## src/rtl/controlador_janela_if.sv

```systemverilog
// Command/status bundle between the measurement sequencer and its host.
// The host (master) drives the requests and the counter carry; the sequencer (slave) returns the pulses and flags.
interface controlador_janela_if;
    logic iniciar;
    logic parar;
    logic continuo;
    logic overflow_in;
    logic zera_contador;
    logic habilita_contagem;
    logic armazena;
    logic limpar;
    logic ocupado;
    logic estouro;

    modport master (
        output iniciar, parar, continuo, overflow_in,
        input  zera_contador, habilita_contagem, armazena, limpar, ocupado, estouro
    );

    modport slave (
        input  iniciar, parar, continuo, overflow_in,
        output zera_contador, habilita_contagem, armazena, limpar, ocupado, estouro
    );
endinterface

```

## src/rtl/controlador_janela.sv

```systemverilog
// Gate-window sequencer for a 5-digit BCD frequency counter: clear, count for GATE_CYCLES, then store or clear the display.
// Every output is a flop loaded from the decode of the next state, so no input reaches an output combinationally.
module controlador_janela #(
    parameter int GATE_CYCLES = 1000,
    parameter int HOLD_CYCLES = 0
) (
    input  logic                  clk,
    input  logic                  rst,
    controlador_janela_if.slave   bus
);
    localparam int CW = $clog2(GATE_CYCLES + 1);
    localparam int HW = (HOLD_CYCLES > 0) ? $clog2(HOLD_CYCLES + 1) : 1;
    localparam logic [CW-1:0] CNT_ULT  = CW'(GATE_CYCLES - 1);
    localparam logic [HW-1:0] HOLD_ULT = HW'((HOLD_CYCLES > 0) ? HOLD_CYCLES - 1 : 0);

    typedef enum logic [2:0] {OCIOSO, ZERA, JANELA, FIM, ESPERA} estado_t;

    estado_t       state_q, state_d;
    logic [CW-1:0] cnt_q, cnt_d;
    logic [HW-1:0] hold_q, hold_d;
    logic          estouro_q, estouro_d;
    logic          zera_q, zera_d;
    logic          hab_q, hab_d;
    logic          arm_q, arm_d;
    logic          lim_q, lim_d;
    logic          ocup_q, ocup_d;

    always_comb begin
        state_d = state_q;
        cnt_d   = cnt_q;
        hold_d  = hold_q;
        case (state_q)
            OCIOSO: if (bus.iniciar && !bus.parar) state_d = ZERA;
            ZERA: begin
                cnt_d   = '0;
                state_d = JANELA;
            end
            JANELA: begin
                cnt_d = cnt_q + CW'(1);
                if (cnt_q == CNT_ULT) state_d = FIM;
            end
            FIM: begin
                hold_d = '0;
                if (HOLD_CYCLES > 0) state_d = ESPERA;
                else                 state_d = bus.continuo ? ZERA : OCIOSO;
            end
            ESPERA: begin
                hold_d = hold_q + HW'(1);
                if (hold_q == HOLD_ULT) state_d = bus.continuo ? ZERA : OCIOSO;
            end
            default: state_d = OCIOSO;
        endcase
        // Abort wins over every sequencing decision above.
        if (state_q != OCIOSO && bus.parar) state_d = OCIOSO;

        estouro_d = estouro_q;
        if (state_q == JANELA && bus.overflow_in) estouro_d = 1'b1;
        if (state_d == ZERA)                      estouro_d = 1'b0;

        zera_d = (state_d == ZERA);
        hab_d  = (state_d == JANELA);
        arm_d  = (state_d == FIM) && !estouro_d;
        lim_d  = (state_d == FIM) &&  estouro_d;
        ocup_d = (state_d != OCIOSO);
    end

    always_ff @(posedge clk) begin
        if (rst) begin
            state_q   <= OCIOSO;
            cnt_q     <= '0;
            hold_q    <= '0;
            estouro_q <= 1'b0;
            zera_q    <= 1'b0;
            hab_q     <= 1'b0;
            arm_q     <= 1'b0;
            lim_q     <= 1'b0;
            ocup_q    <= 1'b0;
        end else begin
            state_q   <= state_d;
            cnt_q     <= cnt_d;
            hold_q    <= hold_d;
            estouro_q <= estouro_d;
            zera_q    <= zera_d;
            hab_q     <= hab_d;
            arm_q     <= arm_d;
            lim_q     <= lim_d;
            ocup_q    <= ocup_d;
        end
    end

    assign bus.zera_contador     = zera_q;
    assign bus.habilita_contagem = hab_q;
    assign bus.armazena          = arm_q;
    assign bus.limpar            = lim_q;
    assign bus.ocupado           = ocup_q;
    assign bus.estouro           = estouro_q;
endmodule

```

## src/flat_wrapper.sv

```systemverilog
// flat-port wrapper written by rule: the top's interface ports become plain ports
module controlador_janela_flat 
#(
    parameter int GATE_CYCLES = 1000,
    parameter int HOLD_CYCLES = 0
)
  (clk, rst, bus_iniciar, bus_parar, bus_continuo, bus_overflow_in, bus_zera_contador, bus_habilita_contagem, bus_armazena, bus_limpar, bus_ocupado, bus_estouro);
  controlador_janela_if bus_i ();
  input  logic clk;
  input  logic rst;
  input wire logic [$bits(bus_i.iniciar)-1:0] bus_iniciar;
  input wire logic [$bits(bus_i.parar)-1:0] bus_parar;
  input wire logic [$bits(bus_i.continuo)-1:0] bus_continuo;
  input wire logic [$bits(bus_i.overflow_in)-1:0] bus_overflow_in;
  output wire logic [$bits(bus_i.zera_contador)-1:0] bus_zera_contador;
  output wire logic [$bits(bus_i.habilita_contagem)-1:0] bus_habilita_contagem;
  output wire logic [$bits(bus_i.armazena)-1:0] bus_armazena;
  output wire logic [$bits(bus_i.limpar)-1:0] bus_limpar;
  output wire logic [$bits(bus_i.ocupado)-1:0] bus_ocupado;
  output wire logic [$bits(bus_i.estouro)-1:0] bus_estouro;
  assign bus_i.iniciar = bus_iniciar;
  assign bus_i.parar = bus_parar;
  assign bus_i.continuo = bus_continuo;
  assign bus_i.overflow_in = bus_overflow_in;
  assign bus_zera_contador = bus_i.zera_contador;
  assign bus_habilita_contagem = bus_i.habilita_contagem;
  assign bus_armazena = bus_i.armazena;
  assign bus_limpar = bus_i.limpar;
  assign bus_ocupado = bus_i.ocupado;
  assign bus_estouro = bus_i.estouro;
  controlador_janela #(.GATE_CYCLES(GATE_CYCLES), .HOLD_CYCLES(HOLD_CYCLES)) u_core (.clk(clk), .rst(rst), .bus(bus_i));
endmodule
```

## config.mk

```make
export PLATFORM = sky130hd
export DESIGN_NAME = controlador_janela_flat
export DESIGN_NICKNAME = d
export VERILOG_FILES = /design/src/rtl/controlador_janela_if.sv /design/src/rtl/controlador_janela.sv /design/src/flat_wrapper.sv
export SDC_FILE = /design/constraint.sdc
export NUM_CORES = 1
export LEC_CHECK = 0
export ABC_CLOCK_PERIOD_IN_PS = 2500
export CORE_MARGIN = 3
export CORE_UTILIZATION = 27
export CTS_CLUSTER_DIAMETER = 40
export DETAILED_ROUTE_END_ITERATION = 16
export REMOVE_ABC_BUFFERS = 1
export SLEW_MARGIN = 15
export SYNTH_ARGS = -nofsm -noshare
export SYNTH_HDL_FRONTEND = slang
export SYNTH_SLANG_ARGS = --single-unit
```

## constraint.sdc

```tcl
create_clock -name clk -period 2.5 [get_ports clk]
set_input_delay 0.625 -clock clk [delete_from_list [all_inputs] [get_ports clk]]
set_output_delay 0.625 -clock clk [all_outputs]
set_load 0.02 [all_outputs]
```

Yosys cells after proc, flatten, opt, wreduce, memory -nomap -nowiden --
Cells that the tools add are included.
Cells by class: equality and inequality tests 8, add/sub/neg operators 2, reductions and logical operators 12, mux-type cells 10
Operator list (number):
- case mux 10 bit (2 select lines) | 1
- case mux 3 bit (5 select lines) | 1
- == test 3 x 2 -> 1 bit (second input constant) | 4
- two-way mux 3 bit | 4
- adder 10 x 1 -> 10 bit (second input constant) | 1
- == test 10 bit (second input constant) | 1
- == test 3 x 1 -> 1 bit (second input constant) | 2
- nonzero test 3 bit | 2
- logical AND 1 bit | 5
- nonzero test 2 bit | 2
- == test 3 bit (second input constant) | 1
- logical NOT 3 bit | 1
- two-way mux 1 bit | 3
- logical NOT 1 bit | 2
- case mux 1 bit (2 select lines) | 1
- adder 1 bit (second input constant) | 1
Word-level totals: output and inout bits 6, flip-flop bits (word level) 20, input bits 6

Longest topological paths before layout --
depth after elaboration 9, depth in mapped cells 6

Worst setup path before layout --
No wires, ideal clock.
kind register to register, from register u_core.cnt_q[0], to register u_core.estouro_q, in the netlist u_core.bus.estouro, arrival time 1503 ps, slack 864 ps, setup time 133 ps, stages on the path, launching flop included 6, path buffers 0, path through dfxtp_1 > ha_1 > or4bb_1 > nor4_2 > or3_1 > a311oi_1
On the way: word-level cells in the longest chain between the ends 6
Ends and longest elaborated chain:
- from (decl) | RTL line controlador_janela.sv:19 | logic [CW-1:0] cnt_q, cnt_d;
- from (signal assigned) | RTL line controlador_janela.sv:80 | cnt_q <= cnt_d;
- == test 10 bit | RTL line controlador_janela.sv:40 | if (cnt_q == CNT_ULT) state_d = FIM;
- two-way mux 3 bit | RTL line controlador_janela.sv:40
- case mux 3 bit (5 select lines) | RTL line controlador_janela.sv:32 | case (state_q)
- two-way mux 3 bit | RTL line controlador_janela.sv:54 | if (state_q != OCIOSO && bus.parar) state_d = OCIOSO;
- == test 3 x 1 -> 1 bit | RTL line controlador_janela.sv:58 | if (state_d == ZERA) estouro_d = 1'b0;
- two-way mux 1 bit | RTL line controlador_janela.sv:58
- to (signal assigned) | RTL line controlador_janela.sv:82 | estouro_q <= estouro_d;
- to (decl) | RTL line controlador_janela.sv:21 | logic estouro_q, estouro_d;
No other way between the ends. A chain may end at the register's enable or synchronous reset.

Worst setup path in the final report --
from register u_core.estouro_q, in the netlist u_core.bus.estouro, to output bus_estouro
RTL lines:
- to (decl) | RTL line flat_wrapper.sv:20 | output wire logic [$bits(bus_i.estouro)-1:0] bus_estouro;
No word-level cell between the ends.

==> flow_summary.ini <==
[sta]
drv_slew = 0
hold_ws_ns = 0.510
fin_crit_ns = 1.90
rsz0062_at_grt = false
max_freq_mhz = 527
worst_slew_pin_slew_ns = 0.442
skew_ns = 0.00361
period_share_pct = 76.0
relSlewSlack_pct = 70.3
setup_viol = 0
final_hold_viol_count = 0
tns_ns = 0

[setup_path]
end_kind = primary output
cp_max_fo = 2
critPathKind = reg -> out
crit_arrival_ns = 1.27
critPathBufInv = 1
crit_required_ns = 1.88
cp-start-kind = register
cp_top_family = buffers and inverters
crit_path_cell_trace = clkdlybuf4s50_1
cpMaxStageDelayCell = clkdlybuf4s50_1
rr_worst_depth = 5
critPathMaxStageDelay_ns = 0.60
crit_cells = 1

[cts]
post_cts_buffers = 0
max-clock-path-buffers = 2
cts.reportedPaths.clkPinSlew_ns = 0.12
cts-resized-gates = 0
clock-root-buffer = clkbuf_4
numCtsBuffers = 3
cts_tree = built
clk_latency_ns = 0.31
cts_hold_buf = 0
cts_sinks = 20
cts_max_level = 1

[logic_synthesis]
ys_seq_area_share_pct = 41.4
yosys_warnings = 0
synth_mux_area_share_pct = 0
synthCells = 111
avgSynthCellArea_sq_um = 8.71
synth_xor_xnor_area_share_pct = 0.906
synth_top_family_by_area = simple AND/OR/NAND/NOR gates
synth-adder-area-share_pct = 1.29
netlist-cell-type-count = 38
ys_ff_latch = 20
netlist_area_sq_um = 967
synth-simple-area-share_pct = 29.8
synth_compound_area_share_pct = 21.2

[power]
power_leakage_nw = 0.401
seq_power_share_pct = 50.8
ir_drop_v = 0.000150
p_switching_w = 0.000136
clkPwrFrac_pct = 42.3
power.density_nw_per_um2 = 556
pwr-share-comb_pct = 6.9
fin_total_pwr_w = 0.000642
swShare_pct = 21.2
internal_power_w = 0.000506

[floorplanning]
core-area_sq_um = 3390
die_y_um = 65.9
fp-row-count = 21
io_pins = 12
die_w_um = 65.9
fp.dieArea_sq_um = 4340
start_util_pct = 28.5

[drt]
drc = 0
drt_first_pass_iters = 4
via_count = 834
wl_mm = 2.00
first_iter_violations = 35
wire_per_inst_um = 12.1
final_antenna_net_count = 0
vias_per_cell = 5.02

[placed_design]
numPortBuffers = 11
gp_congestion = 0.709
hpwl_mm = 1.44

[run_status]
run_status = finished, final reports clean

[min_path]
min_path_cells = 2
hp-class = reg -> reg

[flow_run]
cap_violations = 0

[global_routing]
grt_pass1_vias = 766
antenna_found_initial = 0
grt_overflow_total = 0
grt_pass1_wl_mm = 3.41
grt_start_max_net_pins = 17
grt_util_all_layers_pct = 10.0

[final_layout]
final_util_pct = 34.0
area_growth_pct = 19.3
seq_area_sq_um = 400
diodes = 0
n_fill_cell = 347
multi_input_area_sq_um = 514
fin_nets = 128
layout-drive-gt1-share_pct = 10.8
[cell families (layout without fill, tap and decap cells)]
kind of cell	Yosys count	after routing
buffers and inverters	10	19
XOR/XNOR	1	1
AO/OA/AOI/OAI	33	33
AND/OR/NAND/NOR	46	46
flip-flops	20	20
adder cells (fa/ha/maj)	1	1
[cell usage in the layout, fill, tap and decap left out, types with 2 or more instances in the layout]
| cell | instances |
|---|---|
| a211oi_1 | 3 |
| a21oi_1 | 10 |
| and3_1 | 4 |
| inv_1 | 3 |
| o21ai_0 | 8 |
| or3_1 | 3 |
| nand2_1 | 3 |
| o31ai_1 | 2 |
| dfxtp_1 | 20 |
| a41oi_1 | 2 |
| clkdlybuf4s50_1 | 11 |
| nor2b_1 | 2 |
| nand3_1 | 4 |
| nor3b_2 | 2 |
| nor2_1 | 12 |
| a31oi_1 | 3 |
| clkbuf_4 | 3 |
| nand3b_1 | 3 |
[flip-flops by register name (all words and copies together), names as in the netlist]
signal,flops
u_core.bus.estouro,1
u_core.state_q,3
u_core.bus.zera_contador,1
u_core.hold_q,1
u_core.cnt_q,10
u_core.bus.limpar,1
u_core.bus.armazena,1
u_core.bus.habilita_contagem,1
u_core.bus.ocupado,1
[final cells by class]
cell class,count,area share (%)
Multi-Input combinational cell,81,44.6
Sequential cell,20,34.7
Timing Repair Buffer,12,10.2
Tap cell,46,4.99
Clock inverter,1,2.60
Clock buffer,3,1.95
Inverter,3,0.976
[per-layer routing]
layer,share of wire [%],vias to the layer above,track usage (%)
li1,-,428,-
met1,50,384,13.7
met2,45,18,15.3
met3,3.5,4,1.19
met4,1.7,0,5.44
met5,0,-,0
[path summary, 6_finish.rpt]
check	start	to	slack, ns
worst min-delay path	u_core.cnt_q[9]$_SDFFE_PP0P_	u_core.cnt_q[9]$_SDFFE_PP0P_	0.51
worst max-delay path	u_core.bus.estouro$_SDFF_PP0_	bus_estouro	0.60
worst max register to register	u_core.cnt_q[0]$_SDFFE_PP0P_	u_core.bus.limpar$_SDFF_PP0_	0.73
worst min register to register	u_core.cnt_q[9]$_SDFFE_PP0P_	u_core.cnt_q[9]$_SDFFE_PP0P_	0.51
[power by group through the flow]
stage | logic [W] | clock network (W) | registers, W
after floorplan | 0.0000181 | 0 | 0.000336
after global placement | 0.0000440 | 0 | 0.000333
after detailed placement | 0.0000444 | 0 | 0.000333
after CTS | 0.0000446 | 0.000279 | 0.000326
after global routing | 0.0000484 | 0.000288 | 0.000327
final | 0.0000444 | 0.000271 | 0.000326
[metrics by stage]
stage          worst slack (ns)  area (sq um)  std cells
3_3_place_gp              0.466          1100        162
2_1_floorplan             0.865           926        104
3_5_place_dp              0.440          1100        162
4_1_cts                   0.574          1150        166
5_1_grt                   0.536          1150        166
6_report                  0.601          1150        166
[synth_stat cells]
master / n / share of area [%]
nor4b_1: 1 / 0.91
nor2b_1: 2 / 1.3
ha_1: 1 / 1.3
o21ai_0: 8 / 4.1
or2_2: 1 / 0.65
nor3_1: 1 / 0.52
a211oi_1: 3 / 2.3
clkbuf_1: 5 / 1.9
and2_1: 1 / 0.65
nand3_1: 4 / 2.1
a22oi_1: 1 / 0.78
o31ai_1: 2 / 1.6
a311oi_1: 1 / 0.91
nand2b_1: 1 / 0.65
or3_2: 1 / 0.78
o211ai_1: 1 / 0.78
nand2_1: 3 / 1.2
a211o_2: 1 / 1.0
buf_6: 2 / 2.3
a21oi_1: 10 / 5.2
a41oi_1: 2 / 1.8
or3b_4: 1 / 1.2
nand4_1: 1 / 0.65
or3_1: 3 / 1.9
nor2_1: 12 / 4.7
and3_1: 4 / 2.6
a21boi_0: 1 / 0.78
or4bb_1: 1 / 1.2
dfxtp_1: 20 / 41
nand3b_1: 3 / 2.3
or4b_1: 1 / 1.0
nor4_2: 1 / 1.3
nor3b_2: 2 / 2.6
or3b_2: 1 / 0.91
inv_1: 3 / 1.2
or4_1: 1 / 0.78
xor2_1: 1 / 0.91
a31oi_1: 3 / 1.9
Power figures use the tool's default switching activity.
==> variant, RTL diff (same settings) <==
Encoding of `estado_t`: now Gray code (3 bits for 5 values).
--- a/src/rtl/controlador_janela.sv
+++ b/src/rtl/controlador_janela.sv
@@ -13,7 +13,7 @@
     localparam logic [CW-1:0] CNT_ULT  = CW'(GATE_CYCLES - 1);
     localparam logic [HW-1:0] HOLD_ULT = HW'((HOLD_CYCLES > 0) ? HOLD_CYCLES - 1 : 0);
 
-    typedef enum logic [2:0] {OCIOSO, ZERA, JANELA, FIM, ESPERA} estado_t;
+    typedef enum logic [2:0] {OCIOSO = 3'b000, ZERA = 3'b001, JANELA = 3'b011, FIM = 3'b010, ESPERA = 3'b110} estado_t;
 
     estado_t       state_q, state_d;
     logic [CW-1:0] cnt_q, cnt_d;
Formal check against the unedited RTL: same outputs for any inputs over 10 cycles, from zero or initial values and one cycle with rst high; not proved beyond that.
==> variant against the unedited design <==
- worst setup slack gained 0.0094 ns
- maximum frequency grew 0.50%
- wire length shrank 18%
- sequential share of layout area grew 4.9 points
- clock power shrank 32%
- area after synthesis shrank 13%
- sequential power is essentially flat
- design area shrank 12%
- non-clock buffer count shrank 1
- power shrank 14%
- global-route usage grew 0.24 points
- sequential cell count is the same
- cell count shrank 18%
- register-to-register slack gained 0.32 ns
==> variant: results (changes against the unedited design) <==
| Metric | Value |
|---|---|
| Vias in the first global route | 676 (was 766) |
| Detailed placer's ending HPWL | 1240 um (was 1440 um) |
| Largest net degree at the start of global routing | 13 (was 17) |
| Area share of fa/ha/maj cells after synthesis | 1.49% (was 1.29%) |
| Post-CTS Resized | 0 (unchanged) |
| Peak fanout along the critical path | 2 (unchanged) |
| Leakage power | 0.321 nW (was 0.401 nW) |
| Initial antenna violation count | 0 (unchanged) |
| Outcome | completed (unchanged) |
| # fillers | 291 (was 347) |
| Sequential-to-total area share from yosys stat | 47.8% (was 41.4%) |
| DRT iter0 DRCs | 23 (was 35) |
| Total Nets Final | 113 (was 128) |
| Share of cells above drive strength 1 | 9.52% (was 10.8%) |
| Synth Area in Compound Gates | 12.0% (was 21.2%) |
| Post-synth top cells | dfxtp_1 (20), nor2_1 (11), nor3_1 (7) (was dfxtp_1 (20), nor2_1 (12), a21oi_1 (10)) |
| Post-synthesis xor/xnor area fraction | 6.28% (was 0.906%) |
| Worst Tran Pin Value | 0.417 ns (was 0.442 ns) |
| DRC viols | 0 (unchanged) |
| Gp weighted congestion | 0.814 (was 0.709) |
| Yosys cell types | 31 (was 38) |
| Reg2reg setup slack | 1.05 ns (was 0.73 ns) |
| Skew-Pair Late Insertion Delay | 0.29 ns (was 0.31 ns) |
| All-Layer GR Usage | 10.3% (was 10.0%) |
| Critical path origin | u_core.bus.estouro$_SDFF_PP0_ (unchanged) |
| First-pass GRT wire length | 2930 um (was 3410 um) |
| Max Clock Skew | 0.00149 ns (was 0.00361 ns) |
| Top post-synthesis cells by area | dfxtp_1 (48%), xnor2_1 (5.2%), nor2_1 (4.9%), nor3_1 (4.2%), a21oi_1 (3.6%) (was dfxtp_1 (41%), a21oi_1 (5.2%), nor2_1 (4.7%), o21ai_0 (4.1%), and3_1 (2.6%)) |
| WL final | 1640 um (was 2000 um) |
| Max IR drop VDD | 0.316 mV (was 0.150 mV) |
[variant: cell count changes after synthesis, sizes merged, moves of 4 or more]
cell,delta
nor3,+6
xnor2,+5
a21oi,-4
clkbuf,-4
[variant: cell families (layout without fill, tap and decap cells)]
kind of cell | count (synthesis) | count (layout)
AO/OA/AOI/OAI | 16 | 16
AND/OR/NAND/NOR | 46 | 46
flip-flops | 20 | 20
XOR/XNOR | 6 | 6
buffers and inverters | 3 | 16
adder cells (fa/ha/maj) | 1 | 1
[variant: worst reg2reg max path, cell delays in order, from the launching register on]
cell and delay (ns):
dfxtp_1 0.39, ha_1 0.25, nand4_1 0.13, nor4_2 0.24
o21ai_1 0.15, a211oi_2 0.23
[variant: per-stage QoR]
stage | cells | utilization [%] | hold WS (ns) | setup WS [ns] | cell area (sq um)
finish | 136 | 35.4 | 0.483 | 0.610 | 1010
CTS | 136 | 35.4 | 0.485 | 0.592 | 1010
global placement | 132 | 34.2 | 0.460 | 0.631 | 975
detailed placement | 132 | 34.2 | 0.470 | 0.581 | 975
floorplan | 90 | - | 0.443 | 1.19 | 826
global route | 136 | 35.4 | 0.510 | 0.552 | 1010
[variant: report_power, final]
group          switching (mW)  internal [mW]  leakage (nW)  total [mW]
registers             0.00372          0.323         0.162       0.327
logic                  0.0212         0.0196         0.138      0.0408
clock network          0.0961         0.0888        0.0210       0.185
[variant: cell type report]
| class | instances | area, sq um | share of cell area [%] |
|---|---|---|---|
| Timing Repair Buffer | 11 | 110 | 10.9 |
| Tap cell | 31 | 38.8 | 3.84 |
| Sequential cell | 20 | 400 | 39.6 |
| Inverter | 1 | 3.75 | 0.371 |
| Multi-Input combinational cell | 69 | 422 | 41.7 |
| Clock buffer | 4 | 36.3 | 3.59 |
[variant: worst min-delay path by stage]
stage | startpoint | end | slack, ns | cells past startpoint
final | u_core.cnt_q[1]$_SDFFE_PP0P_ | u_core.cnt_q[1]$_SDFFE_PP0P_ | 0.48 | 2
after global routing | u_core.cnt_q[1]$_SDFFE_PP0P_ | u_core.cnt_q[1]$_SDFFE_PP0P_ | 0.51 | 2
after CTS | u_core.cnt_q[1]$_SDFFE_PP0P_ | u_core.cnt_q[1]$_SDFFE_PP0P_ | 0.48 | 2
after detailed placement | u_core.cnt_q[1]$_SDFFE_PP0P_ | u_core.cnt_q[1]$_SDFFE_PP0P_ | 0.47 | 2
after global placement | u_core.cnt_q[1]$_SDFFE_PP0P_ | u_core.cnt_q[1]$_SDFFE_PP0P_ | 0.46 | 2
after floorplan | u_core.cnt_q[1]$_SDFFE_PP0P_ | u_core.cnt_q[1]$_SDFFE_PP0P_ | 0.44 | 2
[variant: layer usage]
layer	global-route usage [%]	share of wire (%)	vias up
met5	0	0	-
met4	2.73	0	0
met3	3.35	6.1	0
met2	16.3	47	18
met1	13.4	47	320
li1	-	-	351
